`src/rtl/speed_select_ctrl_if.sv`:
```
// Button / selector bundle between the user-input front end and the slow-clock divider.
//
// Signals:
//   btn_in        raw push-button level, asynchronous, active-high, bouncy
//   clk_selector  2-bit registered speed selection towards the divider
//   sel_changed   one-cycle pulse in the cycle clk_selector takes a new value
//   btn_level     debounced button level
//
// Modports:
//   master  drives btn_in, observes the selector outputs (button side / testbench)
//   slave   receives btn_in, drives the selector outputs (speed_select_ctrl)
interface speed_select_ctrl_if;
    logic       btn_in;
    logic [1:0] clk_selector;
    logic       sel_changed;
    logic       btn_level;

    modport master (
        output btn_in,
        input  clk_selector,
        input  sel_changed,
        input  btn_level
    );

    modport slave (
        input  btn_in,
        output clk_selector,
        output sel_changed,
        output btn_level
    );
endinterface

```
`src/rtl/speed_select_ctrl.sv`:
```
// Speed-select front end: synchronizes and debounces a raw push-button and steps the 2-bit
// divider selection 00 -> 01 -> 10 -> 11 -> 00 once per debounced press.
//
// Ports:
//   clk_10MHz  10 MHz system clock
//   rstn       asynchronous active-low reset
//   bus_io     speed_select_ctrl_if.slave (btn_in in; clk_selector, sel_changed, btn_level out)
//
// Parameters:
//   DEBOUNCE_CYCLES    consecutive synchronized samples (after the first) needed to accept a
//                      press or a release; must be >= 2
//   DEFAULT_SEL        selector value after reset (and after a long press, if enabled)
//   LONG_PRESS_CYCLES  hold time in HELD_HIGH before the selector returns to DEFAULT_SEL
//
// Optional feature: define SPEED_SEL_LONG_PRESS_EN to enable the long-press return to
// DEFAULT_SEL. Without it, HELD_HIGH only waits for the release.
module speed_select_ctrl #(
    parameter int unsigned DEBOUNCE_CYCLES   = 100000,
    parameter logic [1:0]  DEFAULT_SEL       = 2'b00,
    parameter int unsigned LONG_PRESS_CYCLES = 20000000
) (
    input logic                clk_10MHz,
    input logic                rstn,
    speed_select_ctrl_if.slave bus_io
);

    // One counter serves both the debounce windows and the long-press hold time.
    localparam int unsigned CntMax =
        (DEBOUNCE_CYCLES > LONG_PRESS_CYCLES) ? DEBOUNCE_CYCLES : LONG_PRESS_CYCLES;
    localparam int unsigned CntW = $clog2(CntMax + 1);

    localparam logic [CntW-1:0] DebMax = CntW'(DEBOUNCE_CYCLES);
`ifdef SPEED_SEL_LONG_PRESS_EN
    localparam logic [CntW-1:0] LongMax = CntW'(LONG_PRESS_CYCLES);
`endif

    typedef enum logic [1:0] {
        StIdleLow,
        StChkHigh,
        StHeldHigh,
        StChkLow
    } state_e;

    state_e          state_q;
    logic [CntW-1:0] cnt_q;
    logic            sync1_q;
    logic            sync2_q;
    logic [1:0]      sel_q;
    logic            changed_q;
    logic            level_q;
    logic            btn_s;

    assign btn_s = sync2_q;

    always_ff @(posedge clk_10MHz or negedge rstn) begin
        if (!rstn) begin
            state_q   <= StIdleLow;
            cnt_q     <= '0;
            sync1_q   <= 1'b0;
            sync2_q   <= 1'b0;
            sel_q     <= DEFAULT_SEL;
            changed_q <= 1'b0;
            level_q   <= 1'b0;
        end else begin
            sync1_q   <= bus_io.btn_in;
            sync2_q   <= sync1_q;
            // Pulse only in the cycle an event is taken.
            changed_q <= 1'b0;

            unique case (state_q)
                StIdleLow: begin
                    if (btn_s) begin
                        state_q <= StChkHigh;
                        cnt_q   <= CntW'(1);
                    end else begin
                        cnt_q <= '0;
                    end
                end

                StChkHigh: begin
                    if (!btn_s) begin
                        // Bounce: drop the candidate press without any event.
                        state_q <= StIdleLow;
                        cnt_q   <= '0;
                    end else if (cnt_q == DebMax) begin
                        state_q   <= StHeldHigh;
                        cnt_q     <= '0;
                        level_q   <= 1'b1;
                        sel_q     <= sel_q + 2'd1;
                        changed_q <= 1'b1;
                    end else begin
                        cnt_q <= cnt_q + CntW'(1);
                    end
                end

                StHeldHigh: begin
                    if (!btn_s) begin
                        state_q <= StChkLow;
                        cnt_q   <= CntW'(1);
                    end
`ifdef SPEED_SEL_LONG_PRESS_EN
                    else if (cnt_q == LongMax - CntW'(1)) begin
                        // Fires even if the selector already holds DEFAULT_SEL; the counter
                        // then parks at LongMax so this happens once per press.
                        cnt_q     <= LongMax;
                        sel_q     <= DEFAULT_SEL;
                        changed_q <= 1'b1;
                    end else if (cnt_q != LongMax) begin
                        cnt_q <= cnt_q + CntW'(1);
                    end
`endif
                end

                StChkLow: begin
                    if (btn_s) begin
                        // Release bounce: back to held, hold time restarts.
                        state_q <= StHeldHigh;
                        cnt_q   <= '0;
                    end else if (cnt_q == DebMax) begin
                        state_q <= StIdleLow;
                        cnt_q   <= '0;
                        level_q <= 1'b0;
                    end else begin
                        cnt_q <= cnt_q + CntW'(1);
                    end
                end

                default: begin
                    state_q <= StIdleLow;
                    cnt_q   <= '0;
                end
            endcase
        end
    end

    assign bus_io.clk_selector = sel_q;
    assign bus_io.sel_changed  = changed_q;
    assign bus_io.btn_level    = level_q;

endmodule

```
`src/flat_wrapper.sv`:
```
// flat-port wrapper written by rule: the top's interface ports become plain ports
module speed_select_ctrl_flat 
#(
    parameter int unsigned DEBOUNCE_CYCLES   = 100000,
    parameter logic [1:0]  DEFAULT_SEL       = 2'b00,
    parameter int unsigned LONG_PRESS_CYCLES = 20000000
)
  (clk_10MHz, rstn, bus_io_btn_in, bus_io_clk_selector, bus_io_sel_changed, bus_io_btn_level);
  speed_select_ctrl_if bus_io_i ();
  input logic clk_10MHz;
  input logic rstn;
  input wire logic [$bits(bus_io_i.btn_in)-1:0] bus_io_btn_in;
  output wire logic [$bits(bus_io_i.clk_selector)-1:0] bus_io_clk_selector;
  output wire logic [$bits(bus_io_i.sel_changed)-1:0] bus_io_sel_changed;
  output wire logic [$bits(bus_io_i.btn_level)-1:0] bus_io_btn_level;
  assign bus_io_i.btn_in = bus_io_btn_in;
  assign bus_io_clk_selector = bus_io_i.clk_selector;
  assign bus_io_sel_changed = bus_io_i.sel_changed;
  assign bus_io_btn_level = bus_io_i.btn_level;
  speed_select_ctrl #(.DEBOUNCE_CYCLES(DEBOUNCE_CYCLES), .DEFAULT_SEL(DEFAULT_SEL), .LONG_PRESS_CYCLES(LONG_PRESS_CYCLES)) u_core (.clk_10MHz(clk_10MHz), .rstn(rstn), .bus_io(bus_io_i));
endmodule
```
`config.mk`:
```
export PLATFORM = sky130hd
export DESIGN_NAME = speed_select_ctrl_flat
export DESIGN_NICKNAME = d
export VERILOG_FILES = /design/src/rtl/speed_select_ctrl_if.sv /design/src/rtl/speed_select_ctrl.sv /design/src/flat_wrapper.sv
export SDC_FILE = /design/constraint.sdc
export NUM_CORES = 1
export LEC_CHECK = 0
export CAP_MARGIN = 30
export CORE_ASPECT_RATIO = 1.1
export CORE_MARGIN = 1.5
export CORE_UTILIZATION = 35
export DETAILED_ROUTE_END_ITERATION = 8
export GPL_ROUTABILITY_DRIVEN = 1
export PLACE_DENSITY = 0.61
export SKIP_CTS_REPAIR_TIMING = 1
export SYNTH_ARGS = -nofsm -noshare
export SYNTH_HDL_FRONTEND = slang
export SYNTH_SLANG_ARGS = --single-unit
```
`constraint.sdc`:
```
create_clock -name clk_10MHz -period 2.45 [get_ports clk_10MHz]
set_clock_uncertainty 0.15 [all_clocks]
set_input_delay 0.245 -clock clk_10MHz [delete_from_list [all_inputs] [get_ports clk_10MHz]]
set_output_delay 0.245 -clock clk_10MHz [all_outputs]
set_load 0.01 [all_outputs]
```
### After elaboration in Yosys (flattened, before gate mapping)

Cells that the tools add are included.

| cells by class | value |
|---|---|
| add/subtract/negate cells | 2 |
| equality and inequality tests | 12 |
| reduce and logical (&&, ||, !) cells | 5 |
| muxes and demuxes | 21 |

Operators with widths:

| kind | number |
|---|---|
| 25-bit 2-to-1 mux | 4 |
| 25-bit one-hot mux with 4 select lines | 1 |
| 25-bit by 1-bit adder with 25-bit output (second input constant) | 1 |
| 25-bit by 17-bit == test with 1-bit output (second input constant) | 1 |
| 2-bit 2-to-1 mux | 6 |
| 1-bit 2-to-1 mux | 8 |
| 2-bit by 1-bit != test with 1-bit output (second input constant) | 4 |
| 2-bit one-hot mux with 4 select lines | 1 |
| 5-bit AND reduction | 1 |
| 2-bit == test (second input constant) | 2 |
| 2-bit != test (second input constant) | 2 |
| 4-bit AND reduction | 1 |
| 3-bit by 1-bit != test with 1-bit output (second input constant) | 1 |
| 3-bit != test (second input constant) | 1 |
| 3-bit AND reduction | 1 |
| 2-bit by 1-bit adder with 2-bit output (second input constant) | 1 |
| 2-bit by 1-bit == test with 1-bit output (second input constant) | 1 |
| 2-bit zero test | 1 |
| 1-bit one-hot mux with 2 select lines | 1 |
| 2-bit nonzero test | 1 |

| word-level totals | value |
|---|---|
| word-level logic and storage cells | 47 |
| flip-flop bits (word level) | 33 |
| output and inout bits | 4 |
| input port bits | 3 |

### Depth between registers and ports, before layout

Gate-level depths: netlist of the first run.

| logic depth | value |
|---|---|
| word-level depth | 4 |
| gate-level depth with buffers | 9 |
| gate-level depth less buffers | 7 |

### Worst setup path before layout of the first run

No wires, ideal clock.

| path | value |
|---|---|
| kind | flip-flop to flip-flop |
| from | register u_core.cnt_q[0] |
| to | register u_core.cnt_q[12] |
| period minus slack after synthesis | 1871 ps |
| arrival | 1600 ps |
| cell stages (with the launch flop) | 9 |
| path buffers | 1 |
| setup time | 121 ps |
| data required time | 2179 ps |
| path slack | 579 ps |
| cell sequence | dfrtp_1 > inv_1 > ha_1 > nor4b_1 > and4_1 > a21oi_2 > buf_6 > a21o_1 > a22o_1 |

| between the ends | value |
|---|---|
| cells in the longest elaborated chain, start to end | 4 |
| elaborated cells between the ends (all ways) | 6 |
| classes of those cells | add/sub (1); eq/ne (1); mux (4) |

RTL lines:

| what | RTL line | source |
|---|---|---|
| start: declaration | speed_select_ctrl.sv:45 | `logic [CntW-1:0] cnt_q;` |
| start signal: assignment | speed_select_ctrl.sv:74 | `cnt_q <= CntW'(1);` |
| start signal: assignment | speed_select_ctrl.sv:92 | `cnt_q <= cnt_q + CntW'(1);` |
| start signal: assignment | speed_select_ctrl.sv:99 | `cnt_q <= CntW'(1);` |
| 25-bit by 1-bit adder with 25-bit output or 25-bit by 17-bit == test with 1-bit output (tied branches) | - |  |
| 25-bit 2-to-1 mux (*) | speed_select_ctrl.sv:85, speed_select_ctrl.sv:119 |  |
| 25-bit 2-to-1 mux, on equally long branches | speed_select_ctrl.sv:115, speed_select_ctrl.sv:81 |  |
| 25-bit one-hot mux with 4 select lines (*) | speed_select_ctrl.sv:70 | `unique case (state_q)` |

Every way passes the cells marked *; elsewhere a longest branch is shown, timed or not.
A chain may end at the register's enable or synchronous reset.

### Worst setup path after layout of the first run

| path | value |
|---|---|
| from | register u_core.cnt_q[16] |
| to | register u_core.cnt_q[12] |

| between the ends | value |
|---|---|
| cells in the longest elaborated chain, start to end | 4 |
| elaborated cells between the ends (all ways) | 5 |
| classes of those cells | eq/ne (1); mux (4) |

RTL lines:

| what | RTL line |
|---|---|
| 25-bit by 17-bit == test with 1-bit output (*) | speed_select_ctrl.sv:85, speed_select_ctrl.sv:119 |
| 25-bit 2-to-1 mux (*) | speed_select_ctrl.sv:85, speed_select_ctrl.sv:119 |
| 25-bit 2-to-1 mux, on equally long branches | speed_select_ctrl.sv:115, speed_select_ctrl.sv:81 |
| 25-bit one-hot mux with 4 select lines (*) | speed_select_ctrl.sv:70 |

Marked as above.

==> impl_metrics.csv, run 1 <==
group,metric,value,unit
status,status,"finished, final reports clean",
grt,gr-total-overflow,0,
pwr,p_int,0.000774,W
synthesis,yosysUniqueCellTypes,41,
synthesis,synth_top_area_frac,0.441,
synthesis,yosys_warnings,0,
critical_path,endpoint_kind,"flip-flop",
routing,wire_per_inst,14.9,um
critical_path,crit_slowest_cell,"dfrtp_1",
timing,fmax,480,MHz
cells_and_area,nets,224,
worst_hold_path,hold_class,"input pin to asynchronous set/reset pin",
placed_design,gp_routability_congestion,0.824,
pwr,pwr-share-comb,0.058,
cells_and_area,fin_util,0.405,
clocking,clk_path_buf_depth,2,
grt,track_usage,0.159,
synthesis,ys_ff_latch,33,
cells_and_area,area_delta_synth_final,9.76,%
timing,setup_violations,0,
critical_path,worstPathCellList,"nand4_1, nor4_4, a21oi_2, buf_4, a21o_1, a22o_1",
synthesis,synth.top_cells.by_area,"dfrtp_1 (44%), nand2_1 (5.6%), a21oi_1 (4.8%)",
placed_design,portBuffers,6,
timing,hold_violations,0,
clocking,cts_root_buf,"clkbuf_8",
flow_run,drv_cap,0,
timing,holdWs,0.202,ns
synthesis,async_flop_share,1.00,
clocking,clk_pin_slew,0.07,ns
routing,routed_wl,4140,um
cells_and_area,final_area,2050,um^2
critical_path,worstSetupPathType,"flip-flop to flip-flop",
timing,slew_headroom,0.717,
pwr,p_leak,0.862,nW
synthesis,synth_edf_count,0,
grt,grt_first_pass_wirelength,6980,um
critical_path,path_buf_inv,1,
placed_design,pre_cts_slack,0.370,ns
floorplanning,initial_utilization,0.369,
placed_design,dpl.hpwl,2900,um
placed_design,place_area,1970,um^2
floorplanning,coreArea,5070,um^2
floorplanning,ioPinCount,7,
floorplanning,fp-row-count,27,
pwr,powerDensity,501,nW/um^2
synthesis,synth_ff_type,"dfrtp_1",
routing,viasPerCell,5.65,
routing,drc,0,
grt,grt_pass1_vias,1440,
cells_and_area,final_layout_size_suffix_gt1_frac,0.0909,
pwr,ir_drop,326,uV
routing,vias,1572,
timing,fin_crit,2.08,ns
synthesis,syn_area,1870,um^2
floorplanning,die_x,72.7,um
critical_path,worst_ep_required_time,2.47,ns
timing,maxSlewViolCount,0,
clocking,cts_tree,"yes",
floorplanning,die_area,5800,um^2
synthesis,synth_top_area_cell,"dfrtp_1",
timing,rsz0062_at_grt,"false",
critical_path,cp_top_family,"simple AND/OR/NAND/NOR gates",
critical_path,critical_path.max_stage_delay,0.52,ns
routing,firstDrtPassIters,4,
critical_path,arrival,2.11,ns
timing,tns,0,ns
routing,drt-initial-drc-count,94,
cells_and_area,layout_commonest_cell,"dfrtp_1",
synthesis,syn_avg_cell_area,8.87,um^2
cells_and_area,antenna_cells,0,
pwr,switchingPower,0.000255,W
timing,tightest_slew,0.425,ns
clocking,clock-sinks,33,
timing,finalWorstSetupSlack,0.368,ns
clocking,h-tree-depth,2,
clocking,cts_made_buffers,5,
critical_path,path_max_fanout,23,
pwr,swShare,0.248,
grt,grt_max_degree,34,
synthesis,syn_nets,216,
clocking,clk_latency,0.28,ns
critical_path,startpoint_type,"flip-flop",
timing,finalCritPeriodShare,0.850,
floorplanning,die_h,79.7,um
synthesis,synthCells,211,
cells_and_area,final_cell_mix,"dfrtp_1 (33), nand2_1 (28), a21oi_1 (18)",
pwr,p_seq_frac,0.554,
grt,antenna_found_initial,0,
routing,drt.antenna.violating_nets,0,
synthesis,ys_seq_area_frac,0.441,
pwr,clkPwrFrac,0.388,
## registers in the layout (all words and copies together), names as in the netlist, named ones only
| register | count |
|---|---|
| u_core.cnt_q | 25 |
| u_core.bus_io.clk_selector | 2 |
| u_core.btn_s | 1 |
| u_core.bus_io.btn_level | 1 |
| u_core.bus_io.sel_changed | 1 |
| u_core.state_q | 1 |
| u_core.sync1_q | 1 |
## stage by stage
step / instances / power [W]
2_1_floorplan: 211 / 0.000618
3_3_place_gp: 270 / 0.000640
3_5_place_dp: 270 / 0.000641
4_1_cts: 278 / 0.00104
5_1_grt: 278 / 0.00107
6_report: 278 / 0.00103
## synthesized netlist by cell type, types with 2 or more instances
| cell type | number |
|---|---|
| nand2b_1 | 3 |
| and3_1 | 5 |
| nor2_1 | 11 |
| mux2i_1 | 3 |
| buf_2 | 5 |
| o21a_1 | 2 |
| o211ai_1 | 2 |
| buf_6 | 5 |
| nand3_1 | 12 |
| a21oi_1 | 18 |
| dfrtp_1 | 33 |
| nor3_1 | 5 |
| nand2_1 | 28 |
| o21ai_0 | 15 |
| and4_1 | 5 |
| o31a_1 | 2 |
| xnor2_1 | 2 |
| ha_1 | 2 |
| xor2_1 | 2 |
| inv_1 | 7 |
| a31oi_1 | 8 |
| nand4_1 | 9 |
| nor2b_1 | 3 |
| nor4_1 | 7 |
## final cells by class
cell class | instances | area (um^2)
well taps | 58 | 72.6
flip-flops and latches | 33 | 826
inverters | 7 | 26.3
clock buffers | 5 | 68.8
multi-input cells | 158 | 923
repair buffers | 14 | 120
clock inverters | 3 | 17.5
fillers | 520 | 3010
## worst register-to-register path, stage by stage, from the launching register on
cell	delay [ns]
dfrtp_1	0.52
nand4_1	0.22
nor4_4	0.37
a21oi_2	0.10
buf_4	0.22
a21o_1	0.17
a22o_1	0.21
## power by group through the flow
stage / Combinational [W] / Sequential [W] / Clock (W)
2_1_floorplan: 0.0000417 / 0.000576 / 0
3_3_place_gp: 0.0000600 / 0.000580 / 0
3_5_place_dp: 0.0000612 / 0.000580 / 0
4_1_cts: 0.0000607 / 0.000570 / 0.000410
5_1_grt: 0.0000690 / 0.000571 / 0.000430
6_report: 0.0000597 / 0.000570 / 0.000399
## per-layer routing
layer	part of all wire	GRT usage	vias to the layer above
met2	0.48	0.255	30
met3	0.031	0.0379	7
met5	0	0	-
li1	-	-	789
met4	0.015	0.0604	0
met1	0.47	0.206	746
## worst paths after layout
| check | end | from | cells after the start | slack, ns |
|---|---|---|---|---|
| min in group clk_10MHz | u_core.btn_s | u_core.sync1_q | 0 | 0.21 |
| max reg2reg | u_core.cnt_q[12] | u_core.cnt_q[16] | 6 | 0.37 |
| max | u_core.cnt_q[12] | u_core.cnt_q[16] | 6 | 0.37 |
| max in group asynchronous | u_core.cnt_q[7] | rstn | 2 | 1.63 |
| min reg2reg | u_core.btn_s | u_core.sync1_q | 0 | 0.21 |
| min | u_core.bus_io.clk_selector[0] | rstn | 2 | 0.20 |
## cells by family (layout without fill, tap and decap cells)
family	Yosys count	after routing	share of synthesized area
AOI/OAI and AO/OA	54	54	0.171
adders and majority gates	2	2	0.0134
buffers and inverters	20	29	0.0655
xor gates and xnor gates	4	4	0.0187
muxes	3	3	0.0160
DFF	33	33	0.441
and+or+nand+nor	95	95	0.274
(Power assumes the default switching activity.)
==> inputs of run 2 (changes only) <==
==> constraint.sdc (replaced) <==
create_clock -name clk_10MHz -period 2.2 [get_ports clk_10MHz]
set_clock_uncertainty 0.15 [all_clocks]
set_input_delay 0.22 -clock clk_10MHz [delete_from_list [all_inputs] [get_ports clk_10MHz]]
set_output_delay 0.22 -clock clk_10MHz [all_outputs]
set_load 0.01 [all_outputs]
==> impl_metrics.csv, run 2 (same netlist as run 1, synthesis figures left out) <==
group,metric,value,unit
worst_hold_path,hold_class,"input pin to asynchronous set/reset pin",
clocking,cts_root_buf,"clkbuf_8",
pwr,ir_drop,313,uV
floorplanning,initial_utilization,0.369,
routing,firstDrtPassIters,4,
cells_and_area,final_cell_mix,"dfrtp_1 (33), nand2_1 (28), a21oi_1 (18)",
critical_path,crit_slowest_cell,"dfrtp_1",
pwr,p_leak,0.888,nW
timing,finalCritPeriodShare,0.923,
timing,hold_violations,0,
critical_path,endpoint_kind,"flip-flop",
timing,setup_violations,0,
floorplanning,die_area,5800,um^2
routing,routed_wl,4090,um
timing,tightest_slew,0.425,ns
critical_path,worstPathCellList,"inv_1, ha_1, nor4b_1, and4_1, a21oi_2, buf_12, a21o_1, a22o_1",
pwr,swShare,0.237,
pwr,pwr-share-comb,0.057,
floorplanning,die_h,79.7,um
clocking,cts_made_buffers,5,
pwr,p_int,0.000929,W
clocking,h-tree-depth,2,
critical_path,rr_worst_depth,8,
cells_and_area,antenna_cells,0,
floorplanning,ioPinCount,7,
floorplanning,fp-row-count,27,
critical_path,critical_path.max_stage_delay,0.42,ns
critical_path,r2r-end,"u_core.cnt_q[12]",
pwr,switchingPower,0.000289,W
timing,rsz0062_at_grt,"false",
grt,grt_pass1_vias,1459,
cells_and_area,top_register,"u_core.cnt_q",
clocking,clk_pin_slew,0.07,ns
critical_path,worstSetupPathType,"flip-flop to flip-flop",
clocking,clk_latency,0.29,ns
cells_and_area,nets,226,
critical_path,arrival,2.06,ns
grt,gr-total-overflow,0,
placed_design,portBuffers,6,
status,status,"finished, final reports clean",
routing,drt-initial-drc-count,129,
critical_path,startpoint_type,"flip-flop",
timing,slew_headroom,0.717,
grt,track_usage,0.158,
cells_and_area,nFillCells,515,
clocking,clock-sinks,33,
floorplanning,coreArea,5070,um^2
routing,drc,0,
critical_path,r2r_slack,0.17,ns
timing,fin_crit,2.03,ns
timing,tns,0,ns
pwr,clkPwrFrac,0.422,
grt,antenna_found_initial,0,
timing,maxSlewViolCount,0,
placed_design,gp_routability_congestion,0.784,
cells_and_area,layout_commonest_cell,"dfrtp_1",
cells_and_area,largest_reg_flops,25,
clocking,clk_path_buf_depth,2,
routing,vias,1599,
critical_path,worst_ep_required_time,2.23,ns
routing,wire_per_inst,14.6,um
pwr,powerDensity,581,nW/um^2
cells_and_area,fin_util,0.414,
critical_path,reg2reg_from,"u_core.cnt_q[0]",
cells_and_area,final_layout_size_suffix_gt1_frac,0.0991,
flow_run,drv_cap,0,
cells_and_area,area_delta_synth_final,12.0,%
placed_design,dpl.hpwl,2830,um
critical_path,path_max_fanout,32,
grt,grt_max_degree,34,
clocking,cts_tree,"yes",
grt,grt_first_pass_wirelength,6900,um
pwr,p_seq_frac,0.520,
timing,fmax,492,MHz
floorplanning,die_x,72.7,um
routing,viasPerCell,5.71,
routing,drt.antenna.violating_nets,0,
run 2: cell types whose count changed in the layout (fill, tap and decap cells not counted):
cell | previous run | this run
buf_12 | 0 | 1
buf_4 | 8 | 9
clkinv_2 | 2 | 1
clkbuf_8 | 5 | 7
clkinvlp_4 | 1 | 0
run 2: layer usage:
metal | vias up | global-route usage | share of wire
li1 | 799 | - | -
met1 | 778 | 0.212 | 0.50
met2 | 18 | 0.246 | 0.47
met3 | 4 | 0.0341 | 0.021
met4 | 0 | 0.0623 | 0.015
met5 | - | 0 | 0
run 2: layout make-up:
cell class / instances / area, um^2 / share of cell area
clock buffer: 7 / 96.3 / 0.0459
clock inverter: 1 / 5.00 / 0.00239
inverter: 7 / 26.3 / 0.0125
multi-input combinational: 158 / 923 / 0.440
sequential: 33 / 826 / 0.394
tap: 58 / 72.6 / 0.0346
timing repair buffer: 16 / 148 / 0.0704
run 2: how the worst max path moves through the flow:
stage	slack (ns)	endpoint	from	cells after the start
final	0.17	u_core.cnt_q[12]	u_core.cnt_q[0]	8
after CTS	0.15	u_core.cnt_q[12]	u_core.cnt_q[0]	8
after detailed placement	0.17	u_core.cnt_q[12]	u_core.cnt_q[0]	8
after floorplan	0.33	u_core.cnt_q[12]	u_core.cnt_q[0]	8
after global placement	0.21	u_core.cnt_q[22]	u_core.cnt_q[0]	5
after global routing	0.07	u_core.cnt_q[12]	u_core.cnt_q[0]	8
run 2: critical path, delay by kind of cell, from the launching register on:
kind,cells,cell delay (ns)
buf+inv,2,0.27
fa+ha+maj,1,0.14
flops,1,0.42
simple gates,2,0.48
compound gates,3,0.46
run 2: per-stage QoR:
stage	cells	hold slack (ns)	setup WS, ns	total power [W]	cell area (um^2)
after floorplan	211	-0.226	0.329	0.000688	1870
after global placement	272	0.203	0.213	0.000714	2000
after detailed placement	272	0.190	0.174	0.000716	2000
after CTS	280	0.205	0.153	0.00123	2100
after global routing	280	0.218	0.0698	0.00126	2100
final	280	0.186	0.168	0.00122	2100
run 2: power groups by stage:
stage	Clock, W	Sequential [W]	Combinational [W]
2_1_floorplan	0	0.000642	0.0000464
3_3_place_gp	0	0.000645	0.0000690
3_5_place_dp	0	0.000646	0.0000706
4_1_cts	0.000520	0.000634	0.0000714
5_1_grt	0.000547	0.000636	0.0000795
6_report	0.000515	0.000634	0.0000700
